**src/rtl/pll_cfg_seq.sv**
```systemverilog
// PLL configuration sequencer: takes a divider set, pulses the macro reset,
// waits for a qualified lock with timeout, and watches for lock loss afterwards.
module pll_cfg_seq #(
  parameter int unsigned LOCK_CYC   = 20'h1FFFF,
  parameter int unsigned RST_CYC    = 16,
  parameter int unsigned TO_CYC     = 20'hFFFFF,
  parameter int unsigned CNT_W      = 20,
  parameter bit          USE_LKDT   = 1'b1,
  parameter logic [7:0]  RST_REFDIV = '0,
  parameter logic [11:0] RST_FBDIV  = '0,
  parameter logic [3:0]  RST_PD1    = '0,
  parameter logic [1:0]  RST_PD2    = '0
) (
  input  logic        clk_i,
  input  logic        rst_i,
  input  logic        cfg_valid_i,
  output logic        cfg_ready_o,
  input  logic [7:0]  cfg_refdiv_i,
  input  logic [11:0] cfg_fbdiv_i,
  input  logic [3:0]  cfg_postdiv1_i,
  input  logic [1:0]  cfg_postdiv2_i,
  input  logic        cfg_bp_i,
  input  logic        pll_lkdt_i,
  output logic        pll_rst_o,
  output logic [7:0]  pll_refdiv_o,
  output logic [11:0] pll_fbdiv_o,
  output logic [3:0]  pll_postdiv1_o,
  output logic [1:0]  pll_postdiv2_o,
  output logic        pll_bp_o,
  output logic        lock_o,
  output logic        busy_o,
  output logic        err_o,
  output logic        lost_o
);

  typedef enum logic [2:0] {BYP, PRST, WLOCK, LOCKED, FAIL} state_t;

  localparam logic [CNT_W-1:0] RST_LAST  = CNT_W'(RST_CYC - 1);
  localparam logic [CNT_W-1:0] LOCK_LAST = CNT_W'(LOCK_CYC - 1);
  localparam logic [CNT_W-1:0] TO_LAST   = CNT_W'(TO_CYC - 1);
  localparam logic [CNT_W-1:0] CNT_MAX   = '1;

  state_t           state_q, state_nxt;
  logic [CNT_W-1:0] cnt_q, cnt_nxt;
  logic [CNT_W-1:0] to_q, to_nxt;
  logic [1:0]       sync_q;
  logic             lkdt_s;
  logic             accept;
  logic             lost_set;

  function automatic logic [CNT_W-1:0] sat_inc(input logic [CNT_W-1:0] v);
    return (v == CNT_MAX) ? v : v + CNT_W'(1);
  endfunction

  assign lkdt_s = USE_LKDT ? sync_q[1] : 1'b1;
  assign accept = cfg_valid_i & cfg_ready_o;

  // cnt_q times the reset pulse in PRST and the qualified-lock run in WLOCK.
  always_comb begin
    state_nxt = state_q;
    cnt_nxt   = sat_inc(cnt_q);
    to_nxt    = sat_inc(to_q);
    lost_set  = 1'b0;
    unique case (state_q)
      PRST: begin
        to_nxt = '0;
        if (cnt_q == RST_LAST) begin
          state_nxt = WLOCK;
          cnt_nxt   = '0;
        end
      end
      WLOCK: begin
        if (!lkdt_s) cnt_nxt = '0;
        if (lkdt_s && cnt_q == LOCK_LAST) begin
          state_nxt = LOCKED;
          cnt_nxt   = '0;
          to_nxt    = '0;
        end else if (to_q == TO_LAST) begin
          state_nxt = FAIL;
          cnt_nxt   = '0;
          to_nxt    = '0;
        end
      end
      LOCKED: begin
        cnt_nxt = '0;
        to_nxt  = '0;
        if (!lkdt_s) begin
          state_nxt = WLOCK;
          lost_set  = 1'b1;
        end
      end
      default: begin
        cnt_nxt = '0;
        to_nxt  = '0;
      end
    endcase
    // A new config overrides whatever the current state wanted, including lock loss.
    if (accept) begin
      state_nxt = cfg_bp_i ? BYP : PRST;
      cnt_nxt   = '0;
      to_nxt    = '0;
      lost_set  = 1'b0;
    end
  end

  always_ff @(posedge clk_i) begin
    if (rst_i) begin
      state_q        <= BYP;
      cnt_q          <= '0;
      to_q           <= '0;
      sync_q         <= '0;
      cfg_ready_o    <= 1'b1;
      pll_rst_o      <= 1'b1;
      pll_bp_o       <= 1'b1;
      lock_o         <= 1'b0;
      busy_o         <= 1'b0;
      err_o          <= 1'b0;
      lost_o         <= 1'b0;
      pll_refdiv_o   <= RST_REFDIV;
      pll_fbdiv_o    <= RST_FBDIV;
      pll_postdiv1_o <= RST_PD1;
      pll_postdiv2_o <= RST_PD2;
    end else begin
      state_q     <= state_nxt;
      cnt_q       <= cnt_nxt;
      to_q        <= to_nxt;
      sync_q      <= {sync_q[0], pll_lkdt_i};
      cfg_ready_o <= state_nxt inside {BYP, LOCKED, FAIL};
      pll_rst_o   <= state_nxt inside {BYP, PRST, FAIL};
      pll_bp_o    <= (state_nxt != LOCKED);
      lock_o      <= (state_nxt == LOCKED);
      busy_o      <= state_nxt inside {PRST, WLOCK};
      err_o       <= (state_nxt == FAIL);
      lost_o      <= lost_set | (lost_o & ~accept);
      if (accept) begin
        pll_refdiv_o   <= cfg_refdiv_i;
        pll_fbdiv_o    <= cfg_fbdiv_i;
        pll_postdiv1_o <= cfg_postdiv1_i;
        pll_postdiv2_o <= cfg_postdiv2_i;
      end
    end
  end

endmodule

```
**config.mk**
```make
export PLATFORM = sky130hd
export DESIGN_NAME = pll_cfg_seq
export DESIGN_NICKNAME = d
export VERILOG_FILES = /design/src/rtl/pll_cfg_seq.sv
export SDC_FILE = /design/constraint.sdc
export NUM_CORES = 1
export LEC_CHECK = 0
export CORE_MARGIN = 2
export CORE_UTILIZATION = 39
export DETAILED_ROUTE_END_ITERATION = 10
export PLACE_DENSITY = 0.67
export SLEW_MARGIN = 25
export SYNTH_ARGS = -nofsm -noshare
export SYNTH_HDL_FRONTEND = slang
export SYNTH_SLANG_ARGS = --single-unit
```
**constraint.sdc**
```tcl
create_clock -name clk_i -period 2.95 [get_ports clk_i]
set_input_delay 0.59 -clock clk_i [delete_from_list [all_inputs] [get_ports clk_i]]
set_output_delay 0.59 -clock clk_i [all_outputs]
set_load 0.02 [all_outputs]
```
Word-level counts from Yosys, hierarchy flattened. Cells that the tools add are included.

Add/subtract/negate cells: 2. Eq/ne operators: 13. Mux-type cells: 16. Bitwise gates (word level): 5. Reduce and logical (&&, ||, !) cells: 7.

Operators by type and width (count): $mux W20 (5); $eq A20 B20 Y1 const B (3); $add A20 B1 Y20 const B (2); $pmux W20 S2 (1); $eq A20 B17 Y1 const B (1); $eq A20 B4 Y1 const B (1); $mux W3 (5); $eq A3 B2 Y1 const B (4); $pmux W3 S3 (1); $eq A3 B1 Y1 const B (2); $reduce_bool A3 Y1 (2); $reduce_or A5 Y1 (1); $mux W1 (4); $eq A3 B3 Y1 const B (1); $logic_not A3 Y1 (1); $ne A3 B2 Y1 const B (1); $and A1 B1 Y1 (2); $not A1 Y1 (2); $reduce_bool A2 Y1 (1); $reduce_or A2 Y1 (1); $logic_and A1 B1 Y1 (1); $or A1 B1 Y1 (1).

Flip-flop bits (word level): 78. Output and inout port bits: 33. Logic and storage cells: 58.

Longest topological paths before layout. Gate-level depths: netlist (run 1).

Depth after elaboration: 7. Depth in mapped cells: 9. Gate-level depth less buffers: 8.

Worst setup path after synthesis (run 1). OpenSTA, ideal clock, no wires.

Kind: register to register. Start: register cnt_q[1]. End: register cnt_q[15]. Setup time: 117 ps. Data arrival time: 1827 ps. Required time: 2833 ps. Slack: 1006 ps. Cell stages (with the launch flop): 9. Cell sequence: dfxtp_1 ha_1 and3_1 or4b_4 or2_1 buf_6 nand3_2 xor2_1 nor2_1.

Longest elaborated chain between the ends: 6. Elaborated cells between the ends (all ways): 11. Classes of those cells: add/sub (1); eq/ne (3); mux (6); reduce/logical (1).

Ends and longest elaborated chain: from (decl) (RTL line 44) `logic [CNT_W-1:0] cnt_q, cnt_nxt;`; from (signal assigned) (RTL line 125) `cnt_q <= cnt_nxt;`; $add A20 B1 Y20 or $eq A20 B20 Y1 (tied branches) (RTL line 52) `return (v == CNT_MAX) ? v : v + CNT_W'(1);`; $mux W20 (RTL line 52); $mux W20 (RTL line 73) `if (!lkdt_s) cnt_nxt = '0;`; $mux W20 (RTL line 78) `end else if (to_q == TO_LAST) begin`; $mux W20 (RTL line 74) `if (lkdt_s && cnt_q == LOCK_LAST) begin`; $pmux W20 S2 * (RTL line 64) `unique case (state_q)`.

Mark *: on every way between the ends. The rest lies on a longest branch, timed or not. A chain may end at the register's enable or synchronous reset.

Final worst setup path (run 1).
Start: register cnt_q[17]. End: register cnt_q[13].

Longest elaborated chain between the ends: 6. Elaborated cells between the ends (all ways): 10. Classes of those cells: eq/ne (3); mux (6); reduce/logical (1).

Ends and longest elaborated chain (RTL line): $eq A20 B20 Y1 (52); $mux W20 (52); $mux W20 (73); $mux W20 (78); $mux W20 (74); $pmux W20 S2 * (64).

Marked as above.

==> summary.txt, run 1 <==
HP Class -> reg2reg
CTS resizes -> 0
Core Util, Final -> 0.5058
Max-slew headroom -> 0.5414
warnings from Yosys -> 0
layout cells sized above 1 -> 0.08723
gr ovfl total -> 0
RD Place Congestion -> 0.8156
vias per cell -> 4.948
#FFs+latches synth -> 78
Netlist cell types -> 55
DP Area -> 4177 um2
RSZ-0062 raised after global routing -> no
Worst-path clk slew -> 80 ps
WL/cell -> 13.20 um
Worst EP required -> 3160 ps
Clk Latency, worst-skew pair -> 350 ps
largest net degree at the start of global routing -> 37
commonest cells in the netlist -> dfxtp_1, nand2_1, nor2_1, a21oi_1
Final #Nets -> 500
asr flop ratio synth -> 0
worst r2r src -> cnt_q[17]
post-DP HPWL -> 5.335 mm
synthesized area -> 3455 um2
critical path fanouts, max -> 20
drt drc -> 0
Post-CTS Setup Bufs -> 0
setup tns final -> 0 ps
share of the synthesized area in the top cell type -> 0.4520
Layout Cells excl Fill -> 578
top area cells in the synthesized netlist -> dfxtp_1, nand2_1, nor2_1
Worst Hold Launch -> pll_fbdiv_o[5]
Critical-path top delay cell -> a2111o_1
critical path launch point -> cnt_q[17]
Avg Inst Size Synth -> 8.593 um2
Pwr Density -> 494.6 nW/um2
clock skew -> 10.74 ps
Final ANT Viol Nets -> 0
placed insts -> 562
gr usage total -> 0.1655
initial antenna violation count -> 0
Initial Util -> 0.4000
sequential cell area fraction in the yosys report -> 0.4520
Core ar. -> 8636 um2
Critical Path Start Type -> flop
CTS Sinks -> 78
cts hold-fix bufs -> 0
area grow syn2layout -> 26.44%
CTS H-tree depth -> 3
WHS -> 456.6 ps
maximum capacitance violations -> 0
Iter 0 DRT Violations -> 120
final instance area -> 4368 um2
Root Driver -> clkbuf_8
Peak Freq -> 441.0 MHz
Peak VDD IR -> 0.2022 mV
global-route wire length before repair -> 13.01 mm
vias in the first global route -> 2765
CP Capture Type -> flop
Die Ht -> 98.12 um
number of detailed-route iterations in the first pass -> 4
TritonCTS clock tree -> yes
worst slew pin tran -> 687.9 ps
most numerous cell in the Yosys netlist -> dfxtp_1
Final period util -> 0.7687
Die ar. -> 9627 um2
Largest stage delay, worst path -> 600 ps
area leader, netlist -> dfxtp_1
Port Buffers -> 63
Power Total -> 2.160 mW
Die X -> 98.12 um
arrival time worst endpoint -> 2480 ps
worst setup margin -> 682.5 ps
# rows -> 34
worst slack, placed -> 667.3 ps
Clock Tree Buf Depth -> 2
status -> finished clean
Final min period -> 2268 ps
Leak -> 1.524 nW
Vias -> 2860
kind of critical path -> reg2reg
critical path cell sequence -> or3_4 > nor4_4 > nand2_1 > nand4_1 > a2111o_1 > nor2_1
number of flops mapped to enable cells by yosys -> 0
Finish-stage setup viols -> 0
n_diodes -> 0
gate count of the mapped netlist -> 402
final WL -> 7.631 mm
Slew Viols, Final -> 0
cts bufs inserted -> 9
I/O pins -> 64
dominant synthesized flop cell -> dfxtp_1
Net Count, Synth -> 437
Final Hold Violating Endpoints -> 0
critical path: cells and delay by family, from the launching register on:
family          cells  cell delay [ps]
compound gates      1              600
simple gates        5             1170
flops               1              360
power by group:
part	leakage, nW	internal (mW)	total (mW)	switching, mW
registers	0.634	1.09	1.11	0.0201
clock network	0.0935	0.393	0.783	0.390
logic	0.797	0.129	0.268	0.139
total	1.52	1.61	2.16	0.550
layer usage:
| metal | GRT usage | vias to the layer above | share of wire |
|---|---|---|---|
| met3 | 0.04724 | 12 | 0.028 |
| met5 | 0 | - | 0 |
| met4 | 0.06944 | 0 | 0.024 |
| met2 | 0.2608 | 41 | 0.47 |
| li1 | - | 1500 | - |
| met1 | 0.2129 | 1307 | 0.48 |
registers in the layout, summed over array words and instances, names as in the netlist, 2 cells and up:
signal and count:
cnt_q 20, to_q 20, pll_fbdiv_o 12, pll_refdiv_o 8, pll_postdiv1_o 4, state_q 3
pll_postdiv2_o 2, sync_q 2
layout by cell type, fill, tap and decap left out, types with 6 or more instances in the layout:
cell type        instances
a21oi_1                 32
clkbuf_8                 9
and3_1                   6
dfxtp_1                 78
xnor2_1                 16
xor2_1                  16
nor3_1                  10
nor2b_1                  8
nor2_1                  49
nand3_1                 16
nand4_1                 10
nand2_1                 73
inv_1                    7
clkdlybuf4s50_1         63
area by class of cell:
type,instances,area (um2)
Clock inverter,5,60.06
Fill cell,821,4268
Sequential cell,78,1562
Inverter,7,26.28
Multi-Input combinational cell,302,1793
Tap cell,108,135.1
Clock buffer,11,131.4
Timing Repair Buffer,67,660.6
final timing paths:
| kind | end | slack (ps) | cells after the start |
|---|---|---|---|
| setup / recovery | cnt_q[13] | 680 | 6 |
| hold / removal | pll_fbdiv_o[5] | 460 | 2 |
| setup reg to reg | cnt_q[13] | 680 | 6 |
| hold reg to reg | pll_fbdiv_o[5] | 460 | 2 |
cells by family after synthesis:
family,after synthesis,share of synthesized area
mux,3,0.008693
flops,78,0.4520
simple gates,208,0.3108
xor+xnor,32,0.08113
compound gates,55,0.1039
fa+ha+maj,4,0.01449
buf+inv,22,0.02898
No activity file was read; power rests on OpenSTA's default activity.
==> inputs of run 2 (changes only) <==
clock period = 2.4 ns   (was 2.95 ns; I/O delays follow)
==> summary.txt, run 2 (synthesis gave the netlist of run 1 again) <==
gr ovfl total -> 0 (unchanged)
CTS Sinks -> 78 (unchanged)
Die ar. -> 9627 um2 (unchanged)
CP Capture Type -> flop (unchanged)
vias per cell -> 5.031 (was 4.948)
Worst-path clk slew -> 80 ps (about the same)
setup tns final -> 0 ps (unchanged)
most frequent cells in the layout -> dfxtp_1, nand2_1, clkdlybuf4s50_1, nor2_1, a21oi_1 (unchanged)
most common cell after layout, fill and taps aside -> dfxtp_1 (unchanged)
Vias -> 2918 (was 2860)
Die X -> 98.12 um (unchanged)
Final min period -> 2168 ps (was 2268 ps)
Final ANT Viol Nets -> 0 (unchanged)
HP Class -> reg2reg (unchanged)
Final period util -> 0.9035 (was 0.7687)
Core Util, Final -> 0.5052 (was 0.5058)
cts bufs inserted -> 9 (unchanged)
TritonCTS clock tree -> yes (unchanged)
# rows -> 34 (unchanged)
initial antenna violation count -> 0 (unchanged)
Critical Path Start Type -> flop (unchanged)
WL/cell -> 13.28 um (was 13.20 um)
Root Driver -> clkbuf_8 (unchanged)
Slew Viols, Final -> 0 (unchanged)
worst slew pin tran -> 535.4 ps (was 687.9 ps)
Largest stage delay, worst path -> 610 ps (was 600 ps)
critical path cell sequence -> ha_1 > nor4b_1 > and4_1 > a21bo_2 > a2111o_2 > a211oi_1 (was or3_4 > nor4_4 > nand2_1 > nand4_1 > a2111o_1 > nor2_1)
number of detailed-route iterations in the first pass -> 4 (unchanged)
Max-slew headroom -> 0.6393 (was 0.5414)
layout cells sized above 1 -> 0.09534 (was 0.08723)
Pwr Density -> 585.0 nW/um2 (was 494.6 nW/um2)
r2r worst-path depth -> 6 (unchanged)
arrival time worst endpoint -> 2420 ps (was 2480 ps)
Peak VDD IR -> 0.2844 mV (was 0.2022 mV)
Clock Tree Buf Depth -> 2 (unchanged)
Clk Latency, worst-skew pair -> 350 ps (about the same)
crit path capture -> cnt_q[18] (was cnt_q[13])
critical path launch point -> cnt_q[0] (was cnt_q[17])
cts hold-fix bufs -> 0 (unchanged)
Worst path depth -> 6 (unchanged)
CTS resizes -> 0 (unchanged)
RD Place Congestion -> 0.8128 (was 0.8156)
Initial Util -> 0.4000 (unchanged)
Die Ht -> 98.12 um (unchanged)
Post-CTS Setup Bufs -> 0 (unchanged)
kind of critical path -> reg2reg (unchanged)
largest net degree at the start of global routing -> 28 (was 37)
status -> finished clean (unchanged)
Worst EP required -> 2650 ps (was 3160 ps)
gr usage total -> 0.1677 (was 0.1655)
drt drc -> 0 (unchanged)
Finish-stage setup viols -> 0 (unchanged)
n_diodes -> 0 (unchanged)
Worst Hold Launch -> pll_fbdiv_o[2] (was pll_fbdiv_o[5])
Iter 0 DRT Violations -> 72 (was 120)
global-route wire length before repair -> 13.32 mm (was 13.01 mm)
vias in the first global route -> 2893 (was 2765)
clock skew -> 12.05 ps (was 10.74 ps)
area grow syn2layout -> 26.29% (was 26.44%)
RSZ-0062 raised after global routing -> no (unchanged)
Peak Freq -> 461.2 MHz (was 441.0 MHz)
worst r2r src -> cnt_q[0] (was cnt_q[17])
maximum capacitance violations -> 0 (unchanged)
CTS H-tree depth -> 3 (unchanged)
flop-to-flop setup slack -> 230 ps (was 680 ps)
Final #Nets -> 503 (was 500)
I/O pins -> 64 (unchanged)
Buffers & Inverters on Critical Path -> 0 (unchanged)
Critical-path top delay cell -> a2111o_2 (was a2111o_1)
Final Hold Violating Endpoints -> 0 (unchanged)
final WL -> 7.703 mm (was 7.631 mm)
Largest regs -> cnt_q: 20 flops, to_q: 20 flops, pll_fbdiv_o: 12 flops (unchanged)
critical path's top delay family -> compound AO/OA/AOI/OAI gates (was simple AND/OR/NAND/NOR gates)
post-DP HPWL -> 5.508 mm (was 5.335 mm)
r2r endpoint -> cnt_q[18] (was cnt_q[13])
Core ar. -> 8636 um2 (unchanged)
Port Buffers -> 63 (unchanged)
critical path fanouts, max -> 20 (unchanged)
Leak -> 1.529 nW (was 1.524 nW)
## run 2: layout make-up
class	count	area, um2
fill	845	4273
multi-input combinational	302	1794
sequential	78	1562
timing repair buffer	70	683.2
tap	108	135.1
clock buffer	10	127.6
clock inverter	5	35.03
inverter	7	26.28
## run 2: worst min path at each step
| stage | end | cells past startpoint | slack [ps] |
|---|---|---|---|
| 2_1_floorplan | sync_q[1] | 1 | 410 |
| 3_3_place_gp | sync_q[1] | 1 | 430 |
| 3_5_place_dp | sync_q[1] | 1 | 440 |
| 4_1_cts | pll_fbdiv_o[2] | 2 | 460 |
| 5_1_grt | pll_postdiv1_o[3] | 2 | 480 |
| 6_report | pll_fbdiv_o[2] | 2 | 460 |
## run 2: through the flow
step | std cells | power (mW) | cell area [um2] | hold WS, ps | setup slack [ps]
finish | 580 | 2.552 | 4363 | 455.3 | 231.6
global route | 580 | 2.677 | 4363 | 478.4 | 64.78
CTS | 580 | 2.588 | 4362 | 457.9 | 113.6
detailed placement | 565 | 1.727 | 4199 | 444.4 | 147.9
global placement | 565 | 1.721 | 4199 | 434.8 | 223.2
floorplan | 402 | 1.563 | 3455 | 413.8 | 456.3
## run 2: worst register-to-register path: stages (launching register included)
cell      delay [ps]
dfxtp_1          350
ha_1             260
nor4b_1          150
and4_1           220
a21bo_2          250
a2111o_2         610
a211oi_1         240
## run 2: report_power, final
part | switching (mW) | internal, mW
clock network | 0.484 | 0.372
logic | 0.175 | 0.160
registers | 0.0233 | 1.34
total | 0.682 | 1.87
## run 2: per-layer routing
layer  part of all wire  routed length, um  vias up  GRT usage
met5                  0                  0        -          0
met3              0.023                175       20    0.02935
met4              0.023                181        0    0.07158
met1               0.47               3608     1353     0.2186
met2               0.49               3737       44     0.2740
li1                   -                  -     1501          -
